==> src/rtl/approx_mul_pkg.sv <==
`default_nettype none
// ============================================================================
// Module      : approx_mul_pkg
// Description : Shared constants, parameter legality checks and the pair
//               sum/carry vector type for approx_mul_pipe.
// Revision    : 1.0
// ============================================================================
package approx_mul_pkg;

    localparam int C_MAX_WIDTH = 16;
    localparam int C_VEC_W     = C_MAX_WIDTH + 1;

    // One pair of partial-product rows spans WIDTH+1 relative columns;
    // sized for the widest legal operand, upper bits are zero.
    typedef struct packed {
        logic [C_VEC_W-1:0] t;
        logic [C_VEC_W-1:0] cy;
    } pair_tc_t;

    function automatic bit width_ok(input int w);
        return (w >= 4) && (w <= C_MAX_WIDTH) && ((w % 2) == 0);
    endfunction

    function automatic bit approx_cols_ok(input int w, input int ac);
        return (ac >= 0) && (ac <= 2 * w);
    endfunction

    function automatic int npair(input int w);
        return w / 2;
    endfunction

    function automatic int pw(input int w);
        return 2 * w;
    endfunction

    // Vector count after one level of 3:2 compression.
    function automatic int csa_next(input int n);
        return 2 * (n / 3) + (n % 3);
    endfunction

    function automatic int csa_count_at(input int n, input int lvl);
        int m;
        m = n;
        for (int i = 0; i < lvl; i++) m = csa_next(m);
        return m;
    endfunction

    function automatic int csa_levels(input int n);
        int m;
        int l;
        m = n;
        l = 0;
        while (m > 2) begin
            m = csa_next(m);
            l++;
        end
        return l;
    endfunction

endpackage
`default_nettype wire

==> src/rtl/approx_ha_row.sv <==
`default_nettype none
// ============================================================================
// Module      : approx_ha_row
// Description : Combinational sum/carry vectors for one pair of partial-
//               product rows, with OR-compression in the low columns.
// Revision    : 1.0
// ============================================================================
module approx_ha_row
    import approx_mul_pkg::*;
#(
    parameter int WIDTH       = 8,
    parameter int PAIR_IDX    = 0,
    parameter int APPROX_COLS = 4
) (
    input  logic [1:0]       i_x_pair,
    input  logic [WIDTH-1:0] i_y,
    input  logic             i_exact,
    output pair_tc_t         o_tc
);

    logic [WIDTH:0] w_a;
    logic [WIDTH:0] w_b;
    logic [WIDTH:0] w_apx;
    logic [WIDTH:0] w_t;
    logic [WIDTH:0] w_cy;

    // Row 2k sits in relative columns 0..WIDTH-1, row 2k+1 one column higher.
    assign w_a = {1'b0, {WIDTH{i_x_pair[0]}} & i_y};
    assign w_b = {{WIDTH{i_x_pair[1]}} & i_y, 1'b0};

    for (genvar gc = 0; gc <= WIDTH; gc++) begin : g_col
        localparam bit C_APX_COL = (2 * PAIR_IDX + gc) < APPROX_COLS;
        assign w_apx[gc] = ~i_exact & C_APX_COL;
    end

    assign w_t  = (w_apx & (w_a | w_b)) | (~w_apx & (w_a ^ w_b));
    assign w_cy = ~w_apx & w_a & w_b;

    assign o_tc.t  = C_VEC_W'(w_t);
    assign o_tc.cy = C_VEC_W'(w_cy);

endmodule
`default_nettype wire

==> src/rtl/approx_mul_pipe.sv <==
`default_nettype none
// ============================================================================
// Module      : approx_mul_pipe
// Description : Three-stage valid/ready unsigned multiplier with per-
//               transaction exact or low-column approximate compression.
// Revision    : 1.0
// ============================================================================
module approx_mul_pipe
    import approx_mul_pkg::*;
#(
    parameter int WIDTH       = 8,
    parameter int APPROX_COLS = 4
) (
    input  logic                 clk,
    input  logic                 rst,
    input  logic                 in_valid,
    output logic                 in_ready,
    input  logic [WIDTH-1:0]     x,
    input  logic [WIDTH-1:0]     y,
    input  logic                 exact,
    output logic                 out_valid,
    input  logic                 out_ready,
    output logic [2*WIDTH-1:0]   p,
    output logic                 p_exact
);

    localparam int C_NPAIR = npair(WIDTH);
    localparam int C_PW    = pw(WIDTH);
    localparam int C_NVEC  = 2 * C_NPAIR;
    localparam int C_NLEV  = csa_levels(C_NVEC);

    if (!width_ok(WIDTH) || !approx_cols_ok(WIDTH, APPROX_COLS)) begin : g_param_check
        $error("approx_mul_pipe: illegal WIDTH or APPROX_COLS");
    end

    logic            w_stall;
    pair_tc_t        w_tc     [C_NPAIR];
    logic [C_PW-1:0] w_tree   [C_NLEV+1][C_NVEC];

    logic            r_s1_valid;
    logic            r_s1_exact;
    pair_tc_t        r_s1_tc  [C_NPAIR];
    logic            r_s2_valid;
    logic            r_s2_exact;
    logic [C_PW-1:0] r_s2_sum;
    logic [C_PW-1:0] r_s2_car;

    assign w_stall  = out_valid & ~out_ready;
    assign in_ready = ~w_stall;

    for (genvar gk = 0; gk < C_NPAIR; gk++) begin : g_pair
        approx_ha_row #(
            .WIDTH       (WIDTH),
            .PAIR_IDX    (gk),
            .APPROX_COLS (APPROX_COLS)
        ) u_row (
            .i_x_pair (x[2*gk+1:2*gk]),
            .i_y      (y),
            .i_exact  (exact),
            .o_tc     (w_tc[gk])
        );

        // Leaf vectors of the tree: pair sum and doubled carry at weight 2^2k.
        assign w_tree[0][2*gk]   = C_PW'(r_s1_tc[gk].t[WIDTH:0])  << (2 * gk);
        assign w_tree[0][2*gk+1] = C_PW'(r_s1_tc[gk].cy[WIDTH:0]) << (2 * gk + 1);

        if (WIDTH < C_MAX_WIDTH) begin : g_unused_hi
            logic w_unused_hi;
            assign w_unused_hi = ^{r_s1_tc[gk].t[C_VEC_W-1:WIDTH+1],
                                   r_s1_tc[gk].cy[C_VEC_W-1:WIDTH+1]};
        end
    end

    // Wallace-style 3:2 levels; slots beyond a level's live count are tied off.
    for (genvar gl = 0; gl < C_NLEV; gl++) begin : g_lvl
        localparam int C_NIN  = csa_count_at(C_NVEC, gl);
        localparam int C_NGRP = C_NIN / 3;
        localparam int C_NOUT = csa_next(C_NIN);

        for (genvar gj = 0; gj < C_NVEC; gj++) begin : g_slot
            if (gj < 2 * C_NGRP) begin : g_csa
                localparam int C_G = gj / 2;
                if ((gj % 2) == 0) begin : g_sum
                    assign w_tree[gl+1][gj] = w_tree[gl][3*C_G] ^ w_tree[gl][3*C_G+1]
                                            ^ w_tree[gl][3*C_G+2];
                end else begin : g_car
                    assign w_tree[gl+1][gj] = ((w_tree[gl][3*C_G]   & w_tree[gl][3*C_G+1])
                                             | (w_tree[gl][3*C_G]   & w_tree[gl][3*C_G+2])
                                             | (w_tree[gl][3*C_G+1] & w_tree[gl][3*C_G+2])) << 1;
                end
            end else if (gj < C_NOUT) begin : g_pass
                assign w_tree[gl+1][gj] = w_tree[gl][gj + C_NGRP];
            end else begin : g_zero
                assign w_tree[gl+1][gj] = '0;
            end
        end
    end

    always_ff @(posedge clk) begin
        if (rst) begin
            r_s1_valid <= 1'b0;
            r_s2_valid <= 1'b0;
            out_valid  <= 1'b0;
            p          <= '0;
            p_exact    <= 1'b0;
        end else if (!w_stall) begin
            r_s1_valid <= in_valid;
            r_s2_valid <= r_s1_valid;
            out_valid  <= r_s2_valid;
            if (r_s2_valid) begin
                p       <= r_s2_sum + r_s2_car;
                p_exact <= r_s2_exact;
            end
        end
    end

    always_ff @(posedge clk) begin
        if (!w_stall) begin
            if (in_valid) begin
                r_s1_tc    <= w_tc;
                r_s1_exact <= exact;
            end
            if (r_s1_valid) begin
                r_s2_sum   <= w_tree[C_NLEV][0];
                r_s2_car   <= w_tree[C_NLEV][1];
                r_s2_exact <= r_s1_exact;
            end
        end
    end

endmodule
`default_nettype wire

==> config.mk <==
export PLATFORM = sky130hd
export DESIGN_NAME = approx_mul_pipe
export DESIGN_NICKNAME = d
export VERILOG_FILES = /design/src/rtl/approx_mul_pkg.sv /design/src/rtl/approx_ha_row.sv /design/src/rtl/approx_mul_pipe.sv
export SDC_FILE = /design/constraint.sdc
export NUM_CORES = 1
export LEC_CHECK = 0
export CAP_MARGIN = 5
export CORE_MARGIN = 8
export CORE_UTILIZATION = 55
export CTS_BUF_LIST = sky130_fd_sc_hd__clkbuf_4 sky130_fd_sc_hd__clkbuf_8 sky130_fd_sc_hd__clkbuf_16
export CTS_CLUSTER_SIZE = 20
export DETAILED_ROUTE_END_ITERATION = 10
export GPL_ROUTABILITY_DRIVEN = 0
export PLACE_DENSITY = 0.75
export SLEW_MARGIN = 20
export SYNTH_ARGS = -nofsm -noshare
export SYNTH_HDL_FRONTEND = slang
export SYNTH_SLANG_ARGS = --single-unit
==> constraint.sdc <==
create_clock -name clk -period 6.3 [get_ports clk]
set_input_delay 0.945 -clock clk [delete_from_list [all_inputs] [get_ports clk]]
set_output_delay 0.945 -clock clk [all_outputs]
set_load 0.05 [all_outputs]
* Word-level counts from Yosys, hierarchy flattened
Cells that the tools add are included.
Word-level totals: register bits after elaboration 125, word-level logic and storage cells 95, output and inout port bits 19, bits of input ports 21
Cells by class: reductions and logical operators 3, add/sub/neg operators 1, bitwise gates (word level) 74
Operator list (number):
- 15-bit AND | 7
- 15-bit OR | 6
- 8-bit AND | 8
- 9-bit AND | 4
- 8-bit by 9-bit XOR with 9-bit output | 4
- 15-bit by 16-bit XOR with 16-bit output | 2
- 16-bit XOR | 2
- 14-bit by 15-bit AND with 15-bit output | 2
- 12-bit by 14-bit AND with 14-bit output | 2
- 14-bit OR | 2
- 8-bit by 9-bit AND with 9-bit output | 2
- 9-bit by 8-bit AND with 9-bit output | 2
- 8-bit by 9-bit OR with 9-bit output | 2
- 9-bit OR | 2
- 16-bit adder | 1
- 14-bit by 15-bit XOR with 15-bit output | 1
- 15-bit XOR | 1
- 11-bit by 14-bit AND with 14-bit output | 1
- 13-bit by 14-bit AND with 14-bit output | 1
- 12-bit by 14-bit OR with 14-bit output | 1
- 13-bit by 14-bit OR with 14-bit output | 1
- 12-bit by 14-bit XOR with 14-bit output | 1
- 13-bit by 14-bit XOR with 14-bit output | 1
- 12-bit by 13-bit AND with 13-bit output | 1
- other kinds (17) | 21

* Depth between registers and ports, before layout
Gate-level depths: netlist of the first run.
depth in word-level cells 12, mapped depth 7, depth with buffers taken out 6

* By module
Synthesis of the first run repeated with hierarchy kept, for this count alone.
Second synthesis, totals: cell total of the unflattened synthesis 540, area, all modules 6881.6 sq um
Modules (own cells, without submodules):
- approx_mul_pipe | sequential area each 3433.3 sq um, area an instance 5506.5 sq um, cells each 359, times used 1
- approx_ha_row (g_pair[2].u_row ...) | sequential area each 0.0 sq um, area an instance 326.6 sq um, cells each 42, times used 2
- approx_ha_row (g_pair[0].u_row) | sequential area each 0.0 sq um, area an instance 374.1 sq um, cells each 52, times used 1
- approx_ha_row (g_pair[1].u_row) | sequential area each 0.0 sq um, area an instance 347.8 sq um, cells each 45, times used 1

* Worst setup path before layout of the first run
No wires, ideal clock.
path type input-to-reg, from in out_ready, to reg r_s1_exact (enable), data arrival time 2821 ps, library setup time 430 ps, required time 5870 ps, stages on the path 3, setup slack 3048 ps, buffers on the path 0, cell sequence nor2b_4 > inv_2 > and2_1
Between the ends: cells in the longest elaborated chain, start to end 4
Ends and longest elaborated chain:
- start: declaration | line approx_mul_pipe.sv:22 | input logic out_ready,
- 1-bit NOT | line approx_mul_pipe.sv:48 | assign w_stall = out_valid & ~out_ready;
- 1-bit AND | line approx_mul_pipe.sv:48
- 1-bit NOT (no source line)
- named net in_ready | line approx_mul_pipe.sv:17 | output logic in_ready,
- 2-bit AND reduction (no source line)
- end signal: assignment | line approx_mul_pipe.sv:121 | r_s1_exact <= exact;
- end: declaration | line approx_mul_pipe.sv:41 | logic r_s1_exact;
The timed path passes the listed nets, and every way through them passes these cells. A chain may end at the register's enable or synchronous reset.

* Final worst setup path of the first run
from in out_ready, to out in_ready
Between the ends: cells in the longest elaborated chain, start to end 3
Ends and longest elaborated chain (line):
- 1-bit NOT | approx_mul_pipe.sv:48
- 1-bit AND | approx_mul_pipe.sv:48
- 1-bit NOT (no source line)
- end: declaration | approx_mul_pipe.sv:17
No other way between the ends.

==> impl_metrics.tcl, run 1 <==
set metrics [dict create \
    status "finished, final reports clean" \
    final_common_cell "edfxtp_1" \
    worst_slew_pin_slew_ns 0.844 \
    cts_buffer_depth 2 \
    rsz0062_at_grt "false" \
    vias 3247 \
    grt_pass1_wl_um 16500 \
    layout_common_cells "92 x edfxtp_1, 56 x and2_1, 55 x inv_1" \
    drtIter0Drc 188 \
    finalCritPeriodShare_pct 53.5 \
    dp_cells 614 \
    final_antenna_net_count 0 \
    critPathCaptureType "output port" \
    routed_wirelength_um 9740 \
    die_width_um 119 \
    synth_fa_ha_area_share_pct 24.3 \
    setup_viol 0 \
    syn_area_um2 5840 \
    grt_max_degree 67 \
    ys_async_sr_fraction_pct 0 \
    antenna_cells 0 \
    critPathArrivalTime_ns 2.43 \
    portBuffers 39 \
    syn-instance-count 444 \
    grt_usage_pct 14.4 \
    synth-xor-area-share_pct 0.749 \
    post_cts.repair.setup_buffers 0 \
    antenna_found_initial 0 \
    hold_viol 0 \
    maxCapViolCount 0 \
    dp_hpwl_um 7390 \
    fin_worst_skew_ns 0.0118 \
    hold_buffers 0 \
    cts_tree "done" \
    synth_enable_flop_cells 92 \
    synth_top_area_cell "edfxtp_1" \
    route.detailed.drc 0 \
    fp.dieH_um 119 \
    cts_num_sinks 112 \
    drt_first_pass_iters 5 \
    ys_warn_count 0 \
    ir_drop_uv 140 \
    muxShareOfSynthArea_pct 0 \
    worstSkewPairLatency_ns 0.37 \
    start_util_pct 56.6 \
    synth_compound_gate_area_share_pct 4.24 \
    syn_to_final_growth_pct 12.1 \
    synth_top_area_share_pct 47.3 \
    grt_pass1_vias 3468 \
    dieArea_um2 14200 \
    syn_avg_cell_area_um2 13.2 \
    ys_seq_elements 112 \
    ys_seq_area_share_pct 54.1 \
    cts-htree-levels 3 \
    slew_viol_final 0 \
    maxSlewHeadroom_pct 43.8 \
    p_per_area_nw_per_um2 276 \
    crit_path_max_fanout 6 \
    core_um2 10300 \
    wire_per_inst_um 15.5 \
    hold_slack_ns 0.434 \
    hold_path.class "reg -> reg" \
    setup_tns_ns 0 \
    required_ns 5.35 \
    maxClockFrequency_mhz 297 \
    cts_resized 0 \
    ioPinCount 40 \
    power_uw 1810 \
    cts_root_buffer "clkbuf_8" \
    leakage_uw 0.00269 \
    drive_gt1_share_pct 5.67 \
    yosysUniqueCellTypes 38 \
    syn_nets 555 \
    numCtsBuffers 9 \
    stdcell_count 630 \
    synth_area_leaders "edfxtp_1 47%, fa_1 13%, ha_1 11%" \
    start_kind "input port" \
    clk_pin_slew_worst_paths_ns 0.11 \
    synth_top_family_by_area "adder cells" \
    grt-ovfl-total 0 \
    std_cell_rows 37 \
    fin_nets 600 \
    crit_type "in -> out" \
    via_per_inst 5.15 \
    period_needed_ns 3.37 \
    synth_ff_type "edfxtp_1" \
    synthSimpleGateAreaFrac_pct 12.2 \
]
## logic make-up (layout without fill, tap and decap cells)
family | Yosys count | in the layout
flops | 112 | 112
compound gates | 38 | 38
simple gates | 136 | 136
fa+ha+maj | 90 | 90
xor+xnor | 5 | 5
buf+inv | 63 | 113
## path summary, 6_finish.rpt
| kind | cells after the start | from | end | slack (ns) |
|---|---|---|---|---|
| setup / recovery | 4 | out_ready | in_ready | 2.93 |
| hold / removal | 0 | r_s1_exact$_DFFE_PP_ | r_s2_exact$_DFFE_PP_ | 0.43 |
| setup reg to reg | 6 | r_s1_tc[37]$_DFFE_PP_ | r_s2_sum[8]$_DFFE_PP_ | 3.55 |
| hold reg to reg | 0 | r_s1_exact$_DFFE_PP_ | r_s2_exact$_DFFE_PP_ | 0.43 |
## sequential cells by signal, summed over array words and instances (netlist names)
| register | count |
|---|---|
| out_valid | 1 |
| p | 16 |
| p_exact | 1 |
| r_s1_exact | 1 |
| r_s1_tc | 64 |
| r_s1_valid | 1 |
| r_s2_car | 10 |
| r_s2_exact | 1 |
| r_s2_sum | 16 |
| r_s2_valid | 1 |
## metrics by stage
step                      setup slack [ns]  utilization, %  instance area (µm²)
after floorplan                       3.05               -                 5840
after detailed placement              2.91            61.7                 6370
after CTS                             2.91            63.5                 6550
final                                 2.93            63.5                 6550
after global routing                  2.88            63.5                 6550
after global placement                2.95            61.7                 6370
## area by class of cell
class                      count  area, µm²
sequential                   112       3160
multi-input combinational    269       2430
tap                          136        170
fill                         813       3770
clock buffer                   9        124
clock inverter                 7       58.8
inverter                      57        214
timing repair buffer          40        398
## critical path: stages
cell and delay (ns):
clkdlybuf4s50_1 0.51, nor2b_4 0.07, inv_2 0.09, clkdlybuf4s50_1 0.81
## synth_stat cells (2+ instances only)
cell       n
xnor2_1    4
nand4_1    3
nand3_1   10
buf_2      3
nor3_1     3
o211ai_1   2
nor2_1    18
dfxtp_1   20
edfxtp_1  92
nand2_1   36
a211o_1    2
and2_1    58
o21bai_1   2
ha_1      51
fa_1      39
inv_2      2
a21oi_2    3
o21ai_0    6
a21oi_1   17
inv_1     55
## power breakdown
part	switching, µW	internal [µW]
registers	28.6	903
logic	276	194
clock network	253	153
## per-layer routing
metal / share of wire (%) / GRT usage, % / wire length (µm)
met3: 3.8 / 2.88 / 372
met5: 0 / 0 / 0
met4: 1.2 / 6.01 / 121
met1: 45 / 17.6 / 4420
met2: 50 / 24.6 / 4830
(Power assumes the default switching activity.)
==> run 2: changes to the inputs <==
Clock period 6.3 ns to 3.2 ns, I/O delays scaled along.
==> impl_metrics.tcl, run 2 (synthesized netlist as in run 1, its figures left out) <==
set metrics [dict create \
    hold_buffers 0 \
    stdcell_count 632 \
    grt-ovfl-total 0 \
    worst_slew_pin_slew_ns 0.574 \
    portBuffers 39 \
    grt_max_degree 67 \
    top_regs "r_s1_tc x64, p x16, r_s2_sum x16" \
    grt_usage_pct 14.9 \
    fin_worst_skew_ns 0.0120 \
    critPathCaptureType "register" \
    drt_first_pass_iters 4 \
    post_cts.repair.setup_buffers 0 \
    multi_input_area_um2 2420 \
    cts_root_buffer "clkbuf_8" \
    fillers 788 \
    largest_register "r_s1_tc" \
    combPwrFrac_pct 26.5 \
    std_cell_rows 37 \
    maxSlewHeadroom_pct 61.7 \
    drive_gt1_share_pct 5.85 \
    crit_type "reg -> reg" \
    syn_to_final_growth_pct 12.5 \
    via_per_inst 5.20 \
    cp_slowest_cell "fa_1" \
    rsz0062_at_grt "false" \
    die_width_um 119 \
    start_util_pct 56.6 \
    cts_tree "done" \
    antenna_found_initial 0 \
    cp_cell_sequence "fa_1 > fa_1 > inv_1 > fa_1 > inv_1 > fa_1" \
    core_um2 10300 \
    setup_viol 0 \
    p_switching_uw 1080 \
    cts_num_sinks 112 \
    maxClockFrequency_mhz 368 \
    required_ns 3.31 \
    grt_pass1_vias 3544 \
    route.detailed.drc 0 \
    clk_pin_slew_worst_paths_ns 0.11 \
    p_per_area_nw_per_um2 539 \
    leakage_uw 0.00270 \
    hold_slack_ns 0.441 \
    largest_register_ffs 64 \
    vias 3284 \
    finalCritPeriodShare_pct 84.9 \
    power.share.clock_pct 21.8 \
    fp.dieH_um 119 \
    start_kind "register" \
    grt_pass1_wl_um 16900 \
    final_antenna_net_count 0 \
    dp_hpwl_um 7560 \
    drtIter0Drc 255 \
    worstSkewPairLatency_ns 0.37 \
    fin_nets 602 \
    hold_path.class "reg -> reg" \
    period_needed_ns 2.72 \
    slew_viol_final 0 \
    dp_cells 616 \
    pre_cts_ws_ns 0.477 \
    seqPwrFrac_pct 51.7 \
    wire_per_inst_um 15.9 \
    crit_path_max_fanout 1 \
    routed_wirelength_um 10000 \
    final_common_cell "edfxtp_1" \
    dieArea_um2 14200 \
    numCtsBuffers 9 \
    cts_resized 0 \
    worst_slack_ns 0.483 \
    hold_viol 0 \
    cts_buffer_depth 2 \
    critPathArrivalTime_ns 2.83 \
    switching_share_pct 30.6 \
    cpPeakStageDelay_ns 0.54 \
    antenna_cells 0 \
    setup_tns_ns 0 \
    status "finished, final reports clean" \
    internal-power_uw 2460 \
    layout_common_cells "92 x edfxtp_1, 57 x and2_1, 55 x inv_1" \
    ir_drop_uv 278 \
    cts-htree-levels 3 \
    maxCapViolCount 0 \
    ioPinCount 40 \
    cpMostUsedCell "fa_1" \
    ff_latch_area_um2 3160 \
]
## run 2: changes by cell type in the layout (fill, tap and decap cells not counted), sizes merged
cell,delta
buf,+2
inv,-3
clkinvlp,+1
clkinv,+2
## run 2: path summary, 6_finish.rpt
| check | from | endpoint | slack, ns | cells after the start |
|---|---|---|---|---|
| setup / recovery | r_s1_tc[37]$_DFFE_PP_ | r_s2_sum[8]$_DFFE_PP_ | 0.48 | 6 |
| hold / removal | r_s1_tc[119]$_DFFE_PP_ | r_s2_sum[0]$_DFFE_PP_ | 0.44 | 0 |
| setup reg to reg | r_s1_tc[37]$_DFFE_PP_ | r_s2_sum[8]$_DFFE_PP_ | 0.48 | 6 |
| hold reg to reg | r_s1_tc[119]$_DFFE_PP_ | r_s2_sum[0]$_DFFE_PP_ | 0.44 | 0 |
## run 2: power by group through the flow
stage               combinational, µW  sequential [µW]  clock [µW]
floorplan                         612             1910           0
global placement                  886             1860           0
detailed placement                943             1870           0
CTS                               952             1830         794
global route                     1080             1850         843
finish                            938             1830         771
## run 2: final cells by class
type | instances | area share (%)
Tap cell | 136 | 2.59
Inverter | 57 | 3.25
Multi-Input combinational cell | 269 | 36.9
Timing Repair Buffer | 42 | 6.47
Clock inverter | 7 | 0.799
Clock buffer | 9 | 1.88
Sequential cell | 112 | 48.1
## run 2: routing by layer
layer | track usage [%] | up-vias | wire, µm
met5 | 0 | - | 0
met4 | 4.43 | 0 | 121
met3 | 3.92 | 11 | 487
met2 | 25.8 | 71 | 5070
met1 | 17.8 | 1609 | 4370
li1 | - | 1593 | -
## run 2: critical path, delay by kind of cell (launching register included)
kind,cells,cell delay [ns]
fa+ha+maj,4,1.96
flops,1,0.41
buf+inv,2,0.10
## run 2: per-stage QoR
| stage | util [%] | instance area, µm² | power (µW) |
|---|---|---|---|
| 2_1_floorplan | - | 5840 | 2520 |
| 3_3_place_gp | 62.0 | 6400 | 2750 |
| 3_5_place_dp | 62.0 | 6400 | 2810 |
| 4_1_cts | 63.7 | 6570 | 3580 |
| 5_1_grt | 63.7 | 6570 | 3770 |
| 6_report | 63.7 | 6570 | 3540 |
==> run 3: changes to the inputs <==
Settings changed: CORE_UTILIZATION 55 to 53, PLACE_DENSITY 0.75 to 0.76.
Clock period 3.2 ns to 2.4 ns, I/O delays scaled along.
==> impl_metrics.tcl, run 3 (synthesized netlist as in run 1, its figures left out) <==
set metrics [dict create \
    status "finished, violations left" \
    violations "setup timing" \
    reg2reg_slack_ns -0.28 \
    final_antenna_net_count 0 \
    grt_pass1_vias 3520 \
    clk_pin_slew_worst_paths_ns 0.10 \
    drtIter0Drc 229 \
    cts_num_sinks 112 \
    grt_usage_pct 14.5 \
    min_to "r_s2_sum[0]$_DFFE_PP_" \
    largest_register "r_s1_tc" \
    period_needed_ns 2.68 \
    hold_path_startpoint "r_s1_tc[119]$_DFFE_PP_" \
    cts-htree-levels 3 \
    wire_per_inst_um 15.5 \
    r2r-start "r_s1_tc[37]$_DFFE_PP_" \
    final_core_util_pct 61.5 \
    r2r_cells 6 \
    final_common_cell "edfxtp_1" \
    crit_path_max_fanout 1 \
    top_regs "r_s1_tc x64, p x16, r_s2_sum x16" \
    via_per_inst 5.14 \
    slew_viol_final 0 \
    r2r_end "r_s2_sum[8]$_DFFE_PP_" \
    hold_path.class "reg -> reg" \
    die_width_um 121 \
    layout_common_cells "92 x edfxtp_1, 57 x and2_1, 49 x ha_1" \
    maxSlewHeadroom_pct 63.0 \
    hold_depth 0 \
    maxClockFrequency_mhz 373 \
    largest_register_ffs 64 \
    start_kind "register" \
    grt-ovfl-total 0 \
    setup_viol 14 \
    syn_to_final_growth_pct 13.6 \
    dieArea_um2 14600 \
    hold_buffers 0 \
    fin_worst_skew_ns 0.00655 \
    ioPinCount 40 \
    hold_viol 0 \
    core_um2 10800 \
    routed_wirelength_um 9880 \
    setup_tns_ns -2.20 \
    rsz0062_at_grt "true" \
    finalCritPeriodShare_pct 112 \
    worstSkewPairLatency_ns 0.37 \
    maxCapViolCount 0 \
    fillers 823 \
    leakage_uw 0.00267 \
    start_util_pct 54.2 \
    route.detailed.drc 0 \
    ir_drop_uv 319 \
    required_ns 2.52 \
    grt_max_degree 67 \
    worst_slack_ns -0.282 \
    crit_type "reg -> reg" \
    drive_gt1_share_pct 11.3 \
    critPathCaptureType "register" \
    std_cell_rows 38 \
    critPathArrivalTime_ns 2.80 \
    portBuffers 39 \
    grt_pass1_wl_um 16700 \
    dp_hpwl_um 7370 \
    fp.dieH_um 121 \
    worst_slew_pin_slew_ns 0.556 \
    vias 3270 \
    p_per_area_nw_per_um2 733 \
    cts_buffer_depth 2 \
    antenna_cells 0 \
    numCtsBuffers 9 \
    drt_first_pass_iters 4 \
    fin_nets 602 \
    antenna_found_initial 0 \
    cts_root_buffer "clkbuf_8" \
    cts_tree "done" \
]
[run 3: worst max-delay path by stage]
stage / start / endpoint / depth (start not counted)
after floorplan: r_s1_tc[37]$_DFFE_PP_ / r_s2_sum[8]$_DFFE_PP_ / 6
after global placement: r_s1_tc[37]$_DFFE_PP_ / r_s2_sum[8]$_DFFE_PP_ / 6
after detailed placement: r_s1_tc[37]$_DFFE_PP_ / r_s2_sum[8]$_DFFE_PP_ / 6
after CTS: r_s1_tc[37]$_DFFE_PP_ / r_s2_sum[8]$_DFFE_PP_ / 6
after global routing: r_s1_tc[37]$_DFFE_PP_ / r_s2_sum[8]$_DFFE_PP_ / 6
final: r_s1_tc[37]$_DFFE_PP_ / r_s2_sum[8]$_DFFE_PP_ / 6
[run 3: final cells by class]
cell class / instances / area [µm²] / share of cell area, %
multi-input cells: 269 / 2480 / 37.3
clock buffers: 11 / 156 / 2.35
flip-flops and latches: 112 / 3160 / 47.6
clock inverters: 5 / 30.0 / 0.452
repair buffers: 42 / 423 / 6.37
inverters: 57 / 214 / 3.22
well taps: 140 / 175 / 2.64
[run 3: per-stage QoR]
step | cells | instance area [µm²] | total power, µW | hold WS, ns | worst slack, ns
after floorplan | 444 | 5860 | 3370 | 0.400 | -0.231
after global placement | 620 | 6410 | 3670 | 0.404 | -0.262
after CTS | 636 | 6620 | 4830 | 0.426 | -0.305
final | 636 | 6640 | 4870 | 0.423 | -0.282
after global routing | 636 | 6640 | 5180 | 0.442 | -0.358
after detailed placement | 620 | 6410 | 3750 | 0.406 | -0.292
[run 3: what timing repair did]
item                                    in CTS  in global routing
hold endpoints to repair                     0                  0
buffers inserted                             0                  0
pin swaps                                    6                  9
endpoints found under the setup margin      15                 15
gates resized for setup                     13                  8
[run 3: power by group]
group	leakage (µW)	switching [µW]	total, µW	internal (µW)
logic	0.00150	786	1360	578
registers	0.00108	71.9	2440	2370
clock network	0.0000937	612	1060	448
[run 3: per-layer routing]
metal / vias up / track usage (%) / wire [µm]
met1: 1584 / 17.4 / 4350
met5: - / 0 / 0
met3: 15 / 3.96 / 522
li1: 1589 / - / -
met4: 0 / 5.78 / 163
met2: 82 / 24.4 / 4850
[run 3: worst max-delay path: stages (launching register included)]
cell      delay (ns)
edfxtp_1        0.41
fa_1            0.52
fa_1            0.54
inv_1           0.05
fa_1            0.42
inv_1           0.08
fa_2            0.42
